## src/rtl/alu_arbiter_if.sv

```systemverilog
// Request/response bundle between the two issue front ends (master) and the shared
// ALU arbiter (slave).
interface alu_arbiter_if;
  logic        req0_valid;
  logic        req0_ready;
  logic [31:0] req0_a;
  logic [31:0] req0_b;
  logic [1:0]  req0_ctrl;
  logic        req1_valid;
  logic        req1_ready;
  logic [31:0] req1_a;
  logic [31:0] req1_b;
  logic [1:0]  req1_ctrl;
  logic        rsp0_valid;
  logic        rsp0_ready;
  logic [31:0] rsp0_res;
  logic [3:0]  rsp0_flags;
  logic        rsp1_valid;
  logic        rsp1_ready;
  logic [31:0] rsp1_res;
  logic [3:0]  rsp1_flags;

  modport master (
    output req0_valid, req0_a, req0_b, req0_ctrl, rsp0_ready,
    output req1_valid, req1_a, req1_b, req1_ctrl, rsp1_ready,
    input  req0_ready, rsp0_valid, rsp0_res, rsp0_flags,
    input  req1_ready, rsp1_valid, rsp1_res, rsp1_flags
  );

  modport slave (
    input  req0_valid, req0_a, req0_b, req0_ctrl, rsp0_ready,
    input  req1_valid, req1_a, req1_b, req1_ctrl, rsp1_ready,
    output req0_ready, rsp0_valid, rsp0_res, rsp0_flags,
    output req1_ready, rsp1_valid, rsp1_res, rsp1_flags
  );
endinterface

```

## src/rtl/alu_arbiter.sv

```systemverilog
// Two-port round-robin arbiter in front of a single 32-bit add/sub/and/or ALU.
// One operation in flight: IDLE accepts, EXEC registers the ALU result, RESP waits for pickup.
module alu_arbiter #(
  parameter int unsigned PRIO_INIT = 0,
  parameter int unsigned CNT_W     = 16
) (
  input  logic             clk,
  input  logic             rst,
  alu_arbiter_if.slave     bus,
  output logic             busy,
  output logic [CNT_W-1:0] cnt0,
  output logic [CNT_W-1:0] cnt1
);

  typedef enum logic [1:0] {StIdle, StExec, StResp} state_e;

  state_e           state_q, state_d;
  logic             prio_q, prio_d;
  logic             port_q, port_d;
  logic [31:0]      a_q, a_d, b_q, b_d;
  logic [1:0]       ctrl_q, ctrl_d;
  logic [1:0]       rsp_valid_q, rsp_valid_d;
  logic [31:0]      res0_q, res0_d, res1_q, res1_d;
  logic [3:0]       flags0_q, flags0_d, flags1_q, flags1_d;
  logic [CNT_W-1:0] cnt0_q, cnt0_d, cnt1_q, cnt1_d;

  logic        gnt0, gnt1, idle, rsp_ready_sel;
  logic [31:0] b_eff, alu_res;
  logic [32:0] sum;
  logic        alu_c, alu_v;
  logic [3:0]  alu_flags;

  // Shared ALU, fed only from the operand registers.
  always_comb begin
    b_eff   = (ctrl_q == 2'b01) ? ~b_q : b_q;
    sum     = {1'b0, a_q} + {1'b0, b_eff} + {32'b0, (ctrl_q == 2'b01)};
    alu_res = '0;
    alu_c   = 1'b0;
    alu_v   = 1'b0;
    unique case (ctrl_q)
      2'b00, 2'b01: begin
        alu_res = sum[31:0];
        alu_c   = sum[32];
        alu_v   = (a_q[31] == b_eff[31]) && (sum[31] != a_q[31]);
      end
      2'b10:   alu_res = a_q & b_q;
      default: alu_res = a_q | b_q;
    endcase
    alu_flags = {alu_res[31], (alu_res == 32'd0), alu_c, alu_v};
  end

  // Port 1 wins when alone or when it holds priority.
  assign gnt1 = bus.req1_valid & (~bus.req0_valid | prio_q);
  assign gnt0 = bus.req0_valid & ~gnt1;
  assign idle = (state_q == StIdle) && !rst;

  assign bus.req0_ready = idle & gnt0;
  assign bus.req1_ready = idle & gnt1;
  assign rsp_ready_sel  = port_q ? bus.rsp1_ready : bus.rsp0_ready;

  always_comb begin
    state_d     = state_q;
    prio_d      = prio_q;
    port_d      = port_q;
    a_d         = a_q;
    b_d         = b_q;
    ctrl_d      = ctrl_q;
    rsp_valid_d = rsp_valid_q;
    res0_d      = res0_q;
    res1_d      = res1_q;
    flags0_d    = flags0_q;
    flags1_d    = flags1_q;
    cnt0_d      = cnt0_q;
    cnt1_d      = cnt1_q;
    unique case (state_q)
      StIdle: begin
        if (gnt0 || gnt1) begin
          port_d  = gnt1;
          a_d     = gnt1 ? bus.req1_a : bus.req0_a;
          b_d     = gnt1 ? bus.req1_b : bus.req0_b;
          ctrl_d  = gnt1 ? bus.req1_ctrl : bus.req0_ctrl;
          state_d = StExec;
        end
      end
      StExec: begin
        if (port_q) begin
          res1_d   = alu_res;
          flags1_d = alu_flags;
        end else begin
          res0_d   = alu_res;
          flags0_d = alu_flags;
        end
        rsp_valid_d[port_q] = 1'b1;
        prio_d              = ~port_q;
        state_d             = StResp;
      end
      StResp: begin
        if (rsp_valid_q[port_q] && rsp_ready_sel) begin
          rsp_valid_d[port_q] = 1'b0;
          if (port_q) begin
            if (cnt1_q != '1) cnt1_d = cnt1_q + CNT_W'(1);
          end else begin
            if (cnt0_q != '1) cnt0_d = cnt0_q + CNT_W'(1);
          end
          state_d = StIdle;
        end
      end
      default: state_d = StIdle;
    endcase
  end

  always_ff @(posedge clk) begin
    if (rst) begin
      state_q     <= StIdle;
      prio_q      <= 1'(PRIO_INIT);
      port_q      <= 1'b0;
      a_q         <= '0;
      b_q         <= '0;
      ctrl_q      <= '0;
      rsp_valid_q <= '0;
      res0_q      <= '0;
      res1_q      <= '0;
      flags0_q    <= '0;
      flags1_q    <= '0;
      cnt0_q      <= '0;
      cnt1_q      <= '0;
    end else begin
      state_q     <= state_d;
      prio_q      <= prio_d;
      port_q      <= port_d;
      a_q         <= a_d;
      b_q         <= b_d;
      ctrl_q      <= ctrl_d;
      rsp_valid_q <= rsp_valid_d;
      res0_q      <= res0_d;
      res1_q      <= res1_d;
      flags0_q    <= flags0_d;
      flags1_q    <= flags1_d;
      cnt0_q      <= cnt0_d;
      cnt1_q      <= cnt1_d;
    end
  end

  assign bus.rsp0_valid = rsp_valid_q[0];
  assign bus.rsp1_valid = rsp_valid_q[1];
  assign bus.rsp0_res   = res0_q;
  assign bus.rsp1_res   = res1_q;
  assign bus.rsp0_flags = flags0_q;
  assign bus.rsp1_flags = flags1_q;
  assign busy           = (state_q != StIdle);
  assign cnt0           = cnt0_q;
  assign cnt1           = cnt1_q;

endmodule

```

## src/flat_wrapper.sv

```systemverilog
// flat-port wrapper written by rule: the top's interface ports become plain ports
module alu_arbiter_flat 
#(
  parameter int unsigned PRIO_INIT = 0,
  parameter int unsigned CNT_W     = 16
)
  (clk, rst, busy, cnt0, cnt1, bus_req0_valid, bus_req0_a, bus_req0_b, bus_req0_ctrl, bus_rsp0_ready, bus_req1_valid, bus_req1_a, bus_req1_b, bus_req1_ctrl, bus_rsp1_ready, bus_req0_ready, bus_rsp0_valid, bus_rsp0_res, bus_rsp0_flags, bus_req1_ready, bus_rsp1_valid, bus_rsp1_res, bus_rsp1_flags);
  alu_arbiter_if bus_i ();
  input  logic clk;
  input  logic rst;
  output logic busy;
  output logic [CNT_W-1:0] cnt0;
  output logic [CNT_W-1:0] cnt1;
  input wire logic [$bits(bus_i.req0_valid)-1:0] bus_req0_valid;
  input wire logic [$bits(bus_i.req0_a)-1:0] bus_req0_a;
  input wire logic [$bits(bus_i.req0_b)-1:0] bus_req0_b;
  input wire logic [$bits(bus_i.req0_ctrl)-1:0] bus_req0_ctrl;
  input wire logic [$bits(bus_i.rsp0_ready)-1:0] bus_rsp0_ready;
  input wire logic [$bits(bus_i.req1_valid)-1:0] bus_req1_valid;
  input wire logic [$bits(bus_i.req1_a)-1:0] bus_req1_a;
  input wire logic [$bits(bus_i.req1_b)-1:0] bus_req1_b;
  input wire logic [$bits(bus_i.req1_ctrl)-1:0] bus_req1_ctrl;
  input wire logic [$bits(bus_i.rsp1_ready)-1:0] bus_rsp1_ready;
  output wire logic [$bits(bus_i.req0_ready)-1:0] bus_req0_ready;
  output wire logic [$bits(bus_i.rsp0_valid)-1:0] bus_rsp0_valid;
  output wire logic [$bits(bus_i.rsp0_res)-1:0] bus_rsp0_res;
  output wire logic [$bits(bus_i.rsp0_flags)-1:0] bus_rsp0_flags;
  output wire logic [$bits(bus_i.req1_ready)-1:0] bus_req1_ready;
  output wire logic [$bits(bus_i.rsp1_valid)-1:0] bus_rsp1_valid;
  output wire logic [$bits(bus_i.rsp1_res)-1:0] bus_rsp1_res;
  output wire logic [$bits(bus_i.rsp1_flags)-1:0] bus_rsp1_flags;
  assign bus_i.req0_valid = bus_req0_valid;
  assign bus_i.req0_a = bus_req0_a;
  assign bus_i.req0_b = bus_req0_b;
  assign bus_i.req0_ctrl = bus_req0_ctrl;
  assign bus_i.rsp0_ready = bus_rsp0_ready;
  assign bus_i.req1_valid = bus_req1_valid;
  assign bus_i.req1_a = bus_req1_a;
  assign bus_i.req1_b = bus_req1_b;
  assign bus_i.req1_ctrl = bus_req1_ctrl;
  assign bus_i.rsp1_ready = bus_rsp1_ready;
  assign bus_req0_ready = bus_i.req0_ready;
  assign bus_rsp0_valid = bus_i.rsp0_valid;
  assign bus_rsp0_res = bus_i.rsp0_res;
  assign bus_rsp0_flags = bus_i.rsp0_flags;
  assign bus_req1_ready = bus_i.req1_ready;
  assign bus_rsp1_valid = bus_i.rsp1_valid;
  assign bus_rsp1_res = bus_i.rsp1_res;
  assign bus_rsp1_flags = bus_i.rsp1_flags;
  alu_arbiter #(.PRIO_INIT(PRIO_INIT), .CNT_W(CNT_W)) u_core (.clk(clk), .rst(rst), .bus(bus_i), .busy(busy), .cnt0(cnt0), .cnt1(cnt1));
endmodule
```

## config.mk

```make
export PLATFORM = sky130hd
export DESIGN_NAME = alu_arbiter_flat
export DESIGN_NICKNAME = d
export VERILOG_FILES = /design/src/rtl/alu_arbiter_if.sv /design/src/rtl/alu_arbiter.sv /design/src/flat_wrapper.sv
export SDC_FILE = /design/constraint.sdc
export NUM_CORES = 1
export LEC_CHECK = 0
export CAP_MARGIN = 25
export CORE_AREA = 5 5 177 179
export DETAILED_ROUTE_END_ITERATION = 10
export DIE_AREA = 0 0 182 184
export PLACE_DENSITY = 0.71
export SLEW_MARGIN = 20
export SYNTH_ARGS = -nofsm -noshare
export SYNTH_HDL_FRONTEND = slang
export SYNTH_SLANG_ARGS = --single-unit
```

## constraint.sdc

```tcl
create_clock -name clk -period 4.4 [get_ports clk]
set_input_delay 0.66 -clock clk [delete_from_list [all_inputs] [get_ports clk]]
set_output_delay 0.66 -clock clk [all_outputs]
set_load 0.03 [all_outputs]
```

# == Yosys cells after proc, flatten, opt, wreduce, memory -nomap -nowiden ==
# Index checks and enable logic that the tools add are counted.
# totals
ff_bits,176
out_inout_bits,109
inputBits,138
word_cells,79
# op_classes
n_addsub,4
n_reduce_logical,19
n_mux,17
eq_ne,10
n_lt_le_gt_ge,2
bitwise_logic,14
# op_table
operator,n
2-to-1 mux 32 bit,3
one-hot mux 32 bit (2 select lines),1
adder 32 x 32 -> 33 bit,1
adder 33 x 1 -> 33 bit,1
"adder 16 x 1 -> 16 bit, second input constant",2
AND 32 bit,1
zero test 32 bit,1
"inequality test 16 bit, second input constant",2
NOT 32 bit,1
bitwise OR 32 bit,1
AND reduction 2 bit,5
2-to-1 mux 2 bit,4
AND reduction 4 bit,2
2-to-1 mux 1 bit,6
one-hot mux 2 bit (3 select lines),1
AND 1 bit,4
"equality test 2 x 1 -> 1 bit, second input constant",2
"equality test 2 bit, second input constant",2
logical AND 1 bit,4
zero test 2 bit,2
one-hot mux 2 bit (2 select lines),1
nonzero test 2 bit,2
NOT 1 bit,3
AND 2 bit,1
13 further kinds,13

# == Logic depth before layout (Yosys ltp) ==
# depth
depth_word,8
mapped_depth,20
mapped_depth_nobuf,15

# == Worst setup path after synthesis ==
# OpenSTA, ideal clock, no wires.
# synth_path
kind,register to register
startpoint,register u_core.ctrl_q[0]
endpoint,"register u_core.flags0_q[2], in the netlist u_core.bus.rsp0_flags[2]"
t_required_ns,4.331
path_buffers,6
stages_incl_launch_ff,20
arrival_time_ns,4.440
setup_time_ns,0.069
slack_ns,-0.109
period_less_slack_ns,4.509
cell_sequence,dfxtp_1 > buf_2 > buf_1 > clkbuf_1 > clkbuf_1 > nand2_1 > buf_1 > xnor2_1 > ha_1 > buf_6 > and3b_4 > o211ai_2 > a21oi_1 > or3_1 > a311o_1 > nor4b_2 > nand4_1 > nor4_1 > nand4_1 > o21ai_1
# synth_between
elab_chain_cells,6
word_cells_on_any_way,9
classes_between,add/sub (2); eq/ne (2); mux (2); reduce/logical (3)
# synth_lines
item,line_no,rtl
"start, declared",alu_arbiter.sv:21,"logic [1:0] ctrl_q, ctrl_d;"
"start signal, assigned",alu_arbiter.sv:133,ctrl_q <= ctrl_d;
equality test 2 x 1 -> 1 bit,"alu_arbiter.sv:35, alu_arbiter.sv:36, alu_arbiter.sv:40",
2-to-1 mux 32 bit,alu_arbiter.sv:35,b_eff = (ctrl_q == 2'b01) ? ~b_q : b_q;
adder 32 x 32 -> 33 bit,alu_arbiter.sv:36,"sum = {1'b0, a_q} + {1'b0, b_eff} + {32'b0, (ctrl_q == 2'b01)};"
adder 33 x 1 -> 33 bit,alu_arbiter.sv:36,
one-hot mux 32 bit (2 select lines) (*),alu_arbiter.sv:40,unique case (ctrl_q)
zero test 32 bit (*),alu_arbiter.sv:49,"alu_flags = {alu_res[31], (alu_res == 32'd0), alu_c, alu_v};"
"end signal, assigned",alu_arbiter.sv:137,flags0_q <= flags0_d;
"end, declared",alu_arbiter.sv:24,"logic [3:0] flags0_q, flags0_d, flags1_q, flags1_d;"
# Mark *: on every way between the ends. The rest lies on a longest branch, timed or not.
# A chain may end at the register's enable or synchronous reset.

# == Worst setup path after layout ==
# layout_path
startpoint,register u_core.ctrl_q[1]
endpoint,"register u_core.flags0_q[2], in the netlist u_core.bus.rsp0_flags[2]"
# The elaborated chain is that of the path after synthesis.

==> key figures <==
Pwr
  • Leakage: 5.23 nW
  • Largest vdd supply drop: 0.283 mV
  • Sw Share: 0.386
  • Reg power frac: 0.323
  • P_int: 3.51 mW
  • Clk pwr share: 0.288
  • P per Cell Area: 421 mW/mm2
  • Logic pwr share: 0.390
  • Sw power: 2.21 mW

Routing
  • Initial DRC Count: 614
  • ANT nets after route: 0
  • DRC viols: 0
  • Total number of vias: 9,723
  • Post-Route WL: 31,800 um
  • Drt pass-1 iters: 5
  • Drt wl/cell: 17.3 um
  • Avg Vias per Cell: 5.30

Worst setup path
  • Critical path class: reg -> reg
  • Worst Path Arrival: 4.29 ns
  • R2R depth: 16
  • Max FO, Critical Path: 13
  • Slowest cell on the critical path: or4_1
  • Max incr delay on CP: 0.53 ns
  • R2R Setup Slk: 0.47 ns
  • CP Launch Type: register
  • CP Cell Sequence: inv_1, nand2_1, buf_4, buf_4, xnor2_1, ha_1, nand2_1, or4_1, a311oi_1, a211oi_1, a21oi_2, a2111oi_0, nor3b_1, o211a_1, nand4_1, o21ai_1
  • Worst EP required: 4.76 ns
  • Worst setup EP type: register

Global route
  • Total gr overflow: 0
  • Vias in the first global route: 9,155
  • Initial antenna violation count: 0
  • First-pass GRT wire length: 49,800 um
  • All-Layer GR Usage: 0.183
  • Largest net degree at the start of global routing: 83

Synth
  • Number of synthesized register bits: 174
  • Synth Instances: 1,222
  • Synth Area in Simple Gates: 0.192
  • Yosys top cell area share: 0.344
  • XOR/XNOR share of the synthesized area: 0.0597
  • Post-synthesis sequential area ratio: 0.344
  • Largest family of logic cells by synthesized area: compound AO/OA/AOI/OAI gates
  • Synth warnings: 0
  • EDFF count, synth: 0
  • Synth Area in Adders: 0.0719
  • Main flop type after synthesis: dfxtp_1
  • Synth cell types: 74
  • Synthesized netlist net count: 1,404
  • Synth top area cells: dfxtp_1 (34%), mux2i_1 (7.1%), a211oi_1 (6.9%)
  • Mux cell area share after synthesis: 0.0711
  • Area leader, netlist: dfxtp_1
  • Syn Area/Cell: 8.29 um2
  • Netlist Area Pre-Place: 0.0101 mm2
  • Ys async rst share: 0
  • Complex-gate fraction of the synthesized area: 0.221

Clocking
  • Post-cts sizing count: 0
  • Clock buffer depth: 2
  • Clk root buf: clkbuf_16
  • CTS tree: yes
  • # H-tree levels: 4
  • Clk pin slew, worst setup/hold paths: 0.08 ns
  • Post-CTS Setup Bufs: 0
  • Num CTS Buffers: 17
  • CTS Sinks: 174
  • CTS Hold Bufs: 0
  • Clk_lat worst skew: 0.44 ns

Final layout
  • Share of post-route cells with drive strength above 1: 0.0533
  • Filler cell count: 2,871
  • Synth-to-layout area growth: 34.2%
  • Most common cell after layout, fill and taps aside: clkdlybuf4s50_1
  • Antenna cell count: 0
  • Commonest non-fill, non-tap cells in the layout: clkdlybuf4s50_1 (245), dfxtp_1 (173), nor2_1 (170)
  • Net total in the final layout: 1,613

Floorplan
  • Core ar.: 0.0294 mm2
  • Die height: 184 um
  • Die width: 182 um
  • Cell Rows: 63
  • Initial core utilization: 0.345
  • IO Pins: 247
  • Die area: 0.0335 mm2

Placed design
  • GPL Wtd Cong: 0.967
  • Port bufs: 246
  • Post-detail-place hpwl: 24,600 um

Timing
  • Clock Skew: 0.00958 ns
  • Hold_ws: 0.461 ns
  • Final min period: 3.93 ns
  • Final worst-path cycle share: 0.893
  • Final Max Tran Viols: 0
  • Final setup TNS: 0 ns
  • Final setup violating endpoints: 0
  • Max Fclk: 0.254 GHz
  • Max_slew headroom: 0.375
  • Worst slew pin tran: 0.938 ns
  • RSZ-0062 raised after global routing: no
  • Final-report hold violation count: 0

Status
  • Outcome: finished clean

Run
  • Maximum capacitance violations: 0

Hold path
  • Min-Delay Path Class: reg -> reg
  • Hold path depth: 2
## power groups by stage
stage | registers, mW | logic (mW) | clock network (mW)
finish | 1.85 | 2.23 | 1.65
global route | 1.87 | 2.44 | 1.75
CTS | 1.85 | 2.22 | 1.68
detailed placement | 1.88 | 2.20 | 0
global placement | 1.88 | 2.18 | 0
floorplan | 1.93 | 1.40 | 0
## layout make-up
class,instances,area [um2],share of cell area
repair buffers,268,2640,0.194
clock buffers,17,425,0.0313
clock inverters,15,218,0.0160
well taps,390,488,0.0359
multi-input cells,952,6270,0.461
inverters,18,67.6,0.00497
flip-flops and latches,174,3480,0.256
## cells by family after synthesis
| group | count (synthesis) |
|---|---|
| and+or+nand+nor | 419 |
| xor gates and xnor gates | 69 |
| DFF | 174 |
| adders and majority gates | 61 |
| buffers and inverters | 96 |
| AOI/OAI and AO/OA | 331 |
| muxes | 72 |
## worst max-delay path: cells and delay by family (launching register included)
| family | cells | cell delay, ns |
|---|---|---|
| flip-flops | 1 | 0.33 |
| AO/OA/AOI/OAI | 6 | 1.15 |
| buffers and inverters | 3 | 0.57 |
| AND/OR/NAND/NOR | 5 | 1.27 |
| XOR/XNOR | 1 | 0.09 |
| adder cells (fa/ha/maj) | 1 | 0.43 |
## routing by layer
metal  up-vias  global-route usage  share of wire
met5         -                   0              0
met4         0              0.0486          0.019
met3        38              0.0384          0.077
met2       390               0.276           0.43
met1      4420               0.267           0.48
li1       4875                   -              -
## metrics by stage
step / power, mW / worst slack (ns) / instance area, um2 / std cells / utilization
final: 5.73 / 0.470 / 13600 / 1834 / 0.462
after global routing: 6.05 / 0.0367 / 13600 / 1834 / 0.462
after CTS: 5.75 / 0.468 / 13600 / 1833 / 0.462
after detailed placement: 4.09 / 0.515 / 12900 / 1801 / 0.440
after global placement: 4.06 / 0.589 / 12900 / 1801 / 0.440
after floorplan: 3.34 / 0.0970 / 10100 / 1222 / -
## flip-flops by register name (all words and copies together), names as in the netlist, named ones only
signal	cells
u_core.bus.rsp1_res	31
u_core.b_q	32
u_core.ctrl_q	2
u_core.cnt1	16
u_core.port_q	1
u_core.prio_q	1
u_core.bus.rsp1_flags	4
u_core.state_q	2
u_core.bus.rsp0_flags	4
u_core.bus.rsp0_res	31
u_core.cnt0	16
u_core.a_q	32
## path summary, 6_finish.rpt
check,start,endpoint
max,u_core.ctrl_q[1]$_SDFFE_PP0P_,u_core.bus.rsp0_flags[2]$_SDFFE_PP0P_
min,u_core.bus.rsp1_res[19]$_SDFFE_PP0P_,u_core.bus.rsp1_res[19]$_SDFFE_PP0P_
max reg2reg,u_core.ctrl_q[1]$_SDFFE_PP0P_,u_core.bus.rsp0_flags[2]$_SDFFE_PP0P_
min reg2reg,u_core.bus.rsp1_res[19]$_SDFFE_PP0P_,u_core.bus.rsp1_res[19]$_SDFFE_PP0P_
## cells in the mapped netlist, drive strengths merged, types with 12 or more instances
cell type	number
nand2	103
a21o	13
nand4	22
inv	18
a21oi	63
o21ai	73
and3	18
nand3	25
a211oi	94
or3	13
mux2i	72
nor2	172
dfxtp	174
xnor2	47
nor3	16
ha	43
buf	25
maj3	17
a22o	12
clkbuf	53
xor2	22
Note: power is estimated with default switching activity, not from simulation.
